[config.mk]
export PLATFORM = sky130hd
export DESIGN_NAME = timestamp_collector
export DESIGN_NICKNAME = d
export VERILOG_FILES = /design/src/rtl/timestamp_collector.sv
export SDC_FILE = /design/constraint.sdc
export NUM_CORES = 1
export LEC_CHECK = 0
export ABC_AREA = 1
export CORE_MARGIN = 5
export CORE_UTILIZATION = 30
export CTS_BUF_LIST = sky130_fd_sc_hd__clkbuf_2
export DETAILED_ROUTE_END_ITERATION = 6
export PLACE_DENSITY_LB_ADDON = 0.08
export SYNTH_ARGS = -nofsm -noshare
export SYNTH_HDL_FRONTEND = slang
export SYNTH_SLANG_ARGS = --single-unit
[constraint.sdc]
create_clock -name clk -period 4.66 [get_ports clk]
set_clock_uncertainty 0.1 [all_clocks]
set_input_delay 0.932 -clock clk [delete_from_list [all_inputs] [get_ports clk]]
set_output_delay 0.932 -clock clk [all_outputs]
set_load 0.05 [all_outputs]
[src/rtl/timestamp_collector.sv]
// Consumer of per-microphone timer words: acks each word and groups captures into event records.
// Optional define TSC_DELTA_EN: record slots hold offsets from the event's earliest timestamp.
module timestamp_collector #(
    parameter int unsigned NUM_CH     = 4,
    parameter int unsigned WINDOW_CYC = 100000,
    parameter int unsigned TS_W       = 32
) (
    input  logic                   clk,
    input  logic                   rst,
    input  logic [NUM_CH*TS_W-1:0] ts_in,
    input  logic [NUM_CH-1:0]      ts_valid,
    output logic [NUM_CH-1:0]      ts_ack,
    output logic [NUM_CH*TS_W-1:0] rec_ts,
    output logic [NUM_CH-1:0]      rec_mask,
    output logic                   rec_valid,
    input  logic                   rec_ready,
    output logic                   busy
);

    localparam int unsigned      CNT_W    = (WINDOW_CYC > 1) ? $clog2(WINDOW_CYC) : 1;
    localparam logic [CNT_W-1:0] CNT_LAST = CNT_W'(WINDOW_CYC - 1);

    typedef enum logic [1:0] {StIdle, StCollect, StDelta, StEmit} state_e;

    state_e                 state_q, state_d;
    logic [NUM_CH-1:0]      ack_q, ack_d;
    logic [NUM_CH-1:0]      mask_q, mask_d;
    logic [NUM_CH*TS_W-1:0] ts_q, ts_d;
    logic [CNT_W-1:0]       cnt_q, cnt_d;
    logic [NUM_CH-1:0]      capt;
    logic                   accepting;
    logic                   close_event;
`ifdef TSC_DELTA_EN
    logic [TS_W-1:0]        earliest;
    logic [TS_W-1:0]        diff;
    logic                   found;
`endif

    always_comb begin
        state_d   = state_q;
        ts_d      = ts_q;
        cnt_d     = cnt_q;
        accepting = (state_q == StIdle) || (state_q == StCollect);
        capt      = ts_valid & ~ack_q & {NUM_CH{accepting}};
        // An ack persists while its valid is high, so each valid pulse gets exactly one ack.
        ack_d     = (ack_q & ts_valid) | capt;
        for (int i = 0; i < NUM_CH; i++) begin
            if (capt[i] && !mask_q[i]) begin
                ts_d[i*TS_W +: TS_W] = ts_in[i*TS_W +: TS_W];
            end
        end
        mask_d      = mask_q | capt;
        close_event = (&mask_d) || (cnt_q == CNT_LAST);

`ifdef TSC_DELTA_EN
        // Wrap-aware minimum: a is earlier than b when (a - b) is negative modulo 2^TS_W.
        earliest = '0;
        diff     = '0;
        found    = 1'b0;
        for (int i = 0; i < NUM_CH; i++) begin
            if (mask_q[i]) begin
                diff = ts_q[i*TS_W +: TS_W] - earliest;
                if (!found || diff[TS_W-1]) begin
                    earliest = ts_q[i*TS_W +: TS_W];
                end
                found = 1'b1;
            end
        end
`endif

        case (state_q)
            StIdle: begin
                cnt_d = '0;
                if (|capt) begin
                    state_d = StCollect;
                end
            end
            StCollect: begin
                cnt_d = cnt_q + CNT_W'(1);
                if (close_event) begin
`ifdef TSC_DELTA_EN
                    state_d = StDelta;
`else
                    state_d = StEmit;
`endif
                end
            end
            StDelta: begin
`ifdef TSC_DELTA_EN
                for (int i = 0; i < NUM_CH; i++) begin
                    if (mask_q[i]) begin
                        ts_d[i*TS_W +: TS_W] = ts_q[i*TS_W +: TS_W] - earliest;
                    end
                end
`endif
                state_d = StEmit;
            end
            StEmit: begin
                if (rec_ready) begin
                    state_d = StIdle;
                    mask_d  = '0;
                    ts_d    = '0;
                end
            end
            default: state_d = StIdle;
        endcase
    end

    always_ff @(posedge clk or negedge rst) begin
        if (!rst) begin
            state_q <= StIdle;
            ack_q   <= '0;
            mask_q  <= '0;
            ts_q    <= '0;
            cnt_q   <= '0;
        end else begin
            state_q <= state_d;
            ack_q   <= ack_d;
            mask_q  <= mask_d;
            ts_q    <= ts_d;
            cnt_q   <= cnt_d;
        end
    end

    assign ts_ack    = ack_q;
    assign rec_ts    = ts_q;
    assign rec_mask  = mask_q;
    assign rec_valid = (state_q == StEmit);
    assign busy      = (state_q != StIdle);

endmodule
# After elaboration in Yosys (flattened, before gate mapping)
# Cells that the tools add are included.
# op_classes
n_addsub	1
eq_ne	7
n_mux	13
n_bitwise	6
n_reduce_logical	16
# op_table
cell	count
128-bit 2-to-1 mux	2
32-bit 2-to-1 mux	4
17-bit case mux with 2 select lines	1
17-bit by 1-bit adder with 17-bit output, second input constant	1
17-bit equality test, second input constant	1
4-bit AND	3
4-bit 2-to-1 mux	2
4-bit OR	2
2-bit case mux with 4 select lines	1
2-bit 2-to-1 mux	3
2-bit equality test, second input constant	2
1-bit logical AND	4
1-bit logical NOT	4
2-bit by 1-bit != test with 1-bit output, second input constant	2
4-bit inverter	1
4-bit AND reduction	1
2-bit nonzero test	2
4-bit OR reduction	1
3-bit AND reduction	1
2-bit by 1-bit equality test with 1-bit output, second input constant	1
2-bit logical NOT	1
1-bit logical OR	2
2-bit != test, second input constant	1
# totals
ff_bits	155
inputBits	135
out_inout_bits	138

# Depth between registers and ports, before layout
# depth
ltp_word	8
mapped_depth	13
mapped_depth_nobuf	11

# Least setup slack after synthesis
# No wires, ideal clock.
# synth_timing
path_kind	reg2out
start	register state_q[0]
end	output port busy
arrival_time_ns	0.896
setup_slack_ns	2.732
path_stages_with_launch	4
path_cell_list	dfrtp_1 > inv_1 > ha_1 > inv_2
# synth_between
elab_chain_cells	1
# synth_lines
element	line	rtl
start: declaration	25	state_e state_q, state_d;
start signal: assignment	111	state_q <= StIdle;
start signal: assignment	117	state_q <= state_d;
2-bit nonzero test	129	assign busy = (state_q != StIdle);
end: declaration	17	output logic busy
# Every way passes these cells.

# Worst setup path after layout
# Same ends and word-level chain as after synthesis.

==> impl_metrics.env <==
export IMPL_outcome="finished, final reports clean"
export IMPL_worst_path_stages=4
export IMPL_timing_hold_violations_final=0
export IMPL_routedLengthMet1_um=9380
export IMPL_dominantRegCellSynth="dfrtp_1"
export IMPL_viasPerCell=4.43
export IMPL_gp_congestion=0.750
export IMPL_grt_max_degree=97
export IMPL_clock_insertion_delay_worst_skew_ns=0.68
export IMPL_synth_avg_cell_area_um2=8.94
export IMPL_port_buffers=272
export IMPL_post_synth_instance_area_um2=6720
export IMPL_r2r_end="rec_ts[78]"
export IMPL_postSynthRegisterBits=155
export IMPL_timing_max_transition_violations_final=0
export IMPL_timing_critical_path_from="state_q[0]"
export IMPL_cellLeakagePower_nw=4.53
export IMPL_fmax_mhz=291
export IMPL_worstPathRequired_ns=3.63
export IMPL_placedInstanceArea_um2=9660
export IMPL_cts_max_path_buffers=2
export IMPL_worst_ep_arrival_time_ns=2.40
export IMPL_rsz0062_at_grt="no"
export IMPL_layout_min_cycle_time_ns=3.43
export IMPL_clkSlewWorstSetupHoldPaths_ns=0.27
export IMPL_drive_gt1_share_pct=5.50
export IMPL_track_usage_pct=15.6
export IMPL_synth_top_cell_by_area="dfrtp_1"
export IMPL_half_perimeter_wire_length_after_detailed_placement_um=14400
export IMPL_synthDistinctLibCells=34
export IMPL_worst_path_largest_cell_delay_ns=0.83
export IMPL_floorplan_initialDensity_pct=30.6
export IMPL_filler_cell_count=2183
export IMPL_crit_buf_inv=3
export IMPL_worstPathCellList="inv_1 > ha_1 > inv_2 > clkdlybuf4s50_1"
export IMPL_clock_power_share_pct=9.8
export IMPL_via_count_of_the_first_global_routing_pass=5566
export IMPL_ctsHtreeMaxLevel=4
export IMPL_clock_sink_count=155
export IMPL_synth_sequential_area_ratio_pct=57.7
export IMPL_nets=1146
export IMPL_detail_route_wirelength_um=20400
export IMPL_cts_tree="done"
export IMPL_post_synth_inst_count=751
export IMPL_crit_type="reg2out"
export IMPL_switchingPower_mw=3.97
export IMPL_drt_antenna_net_count=0
export IMPL_final_min_period_over_clock_period_pct=73.7
export IMPL_grt_pass1_wl_um=31800
export IMPL_ctsHoldBuffers=0
export IMPL_grt_ovfl_total=0
export IMPL_yosys_warnings=0
export IMPL_rr_startpoint="state_q[1]"
export IMPL_drtPass1Iterations=4
export IMPL_cap_viol_max_count=0
export IMPL_setup_worst_path_start_class="flop"
export IMPL_synth_async_sr_flop_share_pct=100
export IMPL_area_growth_syn_to_layout_pct=47.3
export IMPL_crit_path_top_delay_cell="clkdlybuf4s50_1"
export IMPL_routed_via_count=5759
export IMPL_cts_root_buffer_cell="clkbuf_2"
export IMPL_synth_edff_count=0
export IMPL_r2r_slack_ns=1.88
export IMPL_die_width_um=160
export IMPL_postLayoutCellArea_um2=9890
export IMPL_detail_route_drc_violations=0
export IMPL_cpLargestDelayFamily="buffers and inverters"
export IMPL_die_y_um=160
export IMPL_slew_limit_headroom_pct=45.0
export IMPL_report_final_setup_viol=0
export IMPL_netSwitchingFraction_pct=52.7
export IMPL_detail_route_iter0_violations=298
export IMPL_netlist_top_cells_area="dfrtp_1 58%, a21oi_1 10%, inv_1 8.8%"
export IMPL_power_density_cell_area_nw_per_um2=762
export IMPL_comb_power_share_pct=60.9
export IMPL_vdd_drop_max_v=0.000392
export IMPL_metal3_wl_um=1690
export IMPL_cts_buffers=17
export IMPL_drt_wirelength_per_cell_um=15.7
export IMPL_post_synth_top_count_cell="inv_1"
export IMPL_design_core_area_um2=22000
export IMPL_detailroute_wirelength_met2_um=9010
export IMPL_worst_r2r_path_depth=8
export IMPL_fp_row_count=54
export IMPL_postCtsSetupBuffers=0
export IMPL_die_area_um2=25500
export IMPL_cts_repair_resize_count=0
export IMPL_highest_layer="met4"
export IMPL_worst_pin_slew_ns=0.825
export IMPL_cp_max_fo=5
export IMPL_endpoint_kind="output port"
export IMPL_p_seq_share_pct=29.3
export IMPL_min_delay_path_class="in2async"
export IMPL_synth_net_count=891
export IMPL_setup_worst_path_end="busy"
export IMPL_design_portCount=273
export IMPL_antenna_found_initial=1
export IMPL_synth_top_area_share_pct=57.7
export IMPL_synthTopCellsByCount="157 x inv_1, 155 x dfrtp_1, 136 x a21oi_1, 98 x o21ai_0, 48 x nand2_1"
export IMPL_cellInternalPower_mw=3.57
export IMPL_fin_setup_tns_ns=0
-- how the worst min path moves through the flow --
stage,end,slack (ns),cells past startpoint
final,rec_ts[111],0.12,1
after global routing,rec_ts[111],0.05,1
after CTS,rec_ts[111],0.06,1
after detailed placement,cnt_q[16],0.38,1
after global placement,cnt_q[16],0.38,1
after floorplan,cnt_q[16],0.35,1
-- cells by family (layout without fill, tap and decap cells) --
kind of cell | count (synthesis) | after routing | synth area share (%)
other | 0 | 2 | 0
flip-flops | 155 | 155 | 57.7
AND/OR/NAND/NOR | 105 | 105 | 7.77
XOR/XNOR | 1 | 1 | 0.130
adder cells (fa/ha/maj) | 5 | 5 | 0.931
AO/OA/AOI/OAI | 284 | 284 | 21.4
buffers and inverters | 201 | 469 | 12.0
-- routing by layer --
layer  up-vias  GRT usage, %
met3        14          6.16
met2       200          24.2
met1      2621          20.5
met5         -             0
li1       2924             -
met4         0          3.91
-- cell usage in the layout, fill, tap and decap left out, types with 5 or more instances in the layout --
cell type,synthesis,final
o21ai_0,98,98
clkbuf_2,1,18
nand2_1,48,47
inv_1,157,157
dfrtp_1,155,155
clkdlybuf4s50_1,0,271
ha_1,5,5
o21ai_1,43,43
nor2_1,21,21
nand3_1,16,16
a21oi_1,136,136
inv_6,1,5
-- metrics by stage --
step / hold WS, ns / util, % / std cells / setup slack [ns] / power (mW)
2_1_floorplan: 0.346 / - / 751 / 2.73 / 5.29
3_3_place_gp: 0.378 / 44.0 / 1267 / 1.75 / 6.86
3_5_place_dp: 0.378 / 44.0 / 1267 / 1.71 / 6.89
4_1_cts: 0.0628 / 45.0 / 1299 / 1.09 / 7.66
5_1_grt: 0.0472 / 45.0 / 1301 / 1.04 / 8.04
6_report: 0.118 / 45.0 / 1301 / 1.23 / 7.54
-- layout make-up --
| type | instances | area (um^2) | share of cell area, % |
|---|---|---|---|
| inverter | 160 | 606 | 6.12 |
| timing repair buffer | 277 | 2790 | 28.2 |
| tap | 280 | 350 | 3.54 |
| sequential | 155 | 3880 | 39.2 |
| clock buffer | 18 | 90.1 | 0.911 |
| multi-input combinational | 395 | 2040 | 20.6 |
| antenna | 2 | 5.00 | 0.0506 |
| clock inverter | 14 | 136 | 1.38 |
-- state kept, by name, summed over array words and instances, names as in the netlist --
register,cells
cnt_q,17
rec_mask,4
rec_ts,128
state_q,2
ts_ack,4
-- power groups by stage --
stage               Sequential [mW]  Clock, mW  Combinational [mW]
floorplan                      4.08          0                1.20
global placement               2.23          0                4.63
detailed placement             2.24          0                4.65
CTS                            2.22      0.791                4.66
global route                   2.29      0.852                4.90
finish                         2.21      0.743                4.59
No activity file was read; power rests on OpenSTA's default activity.
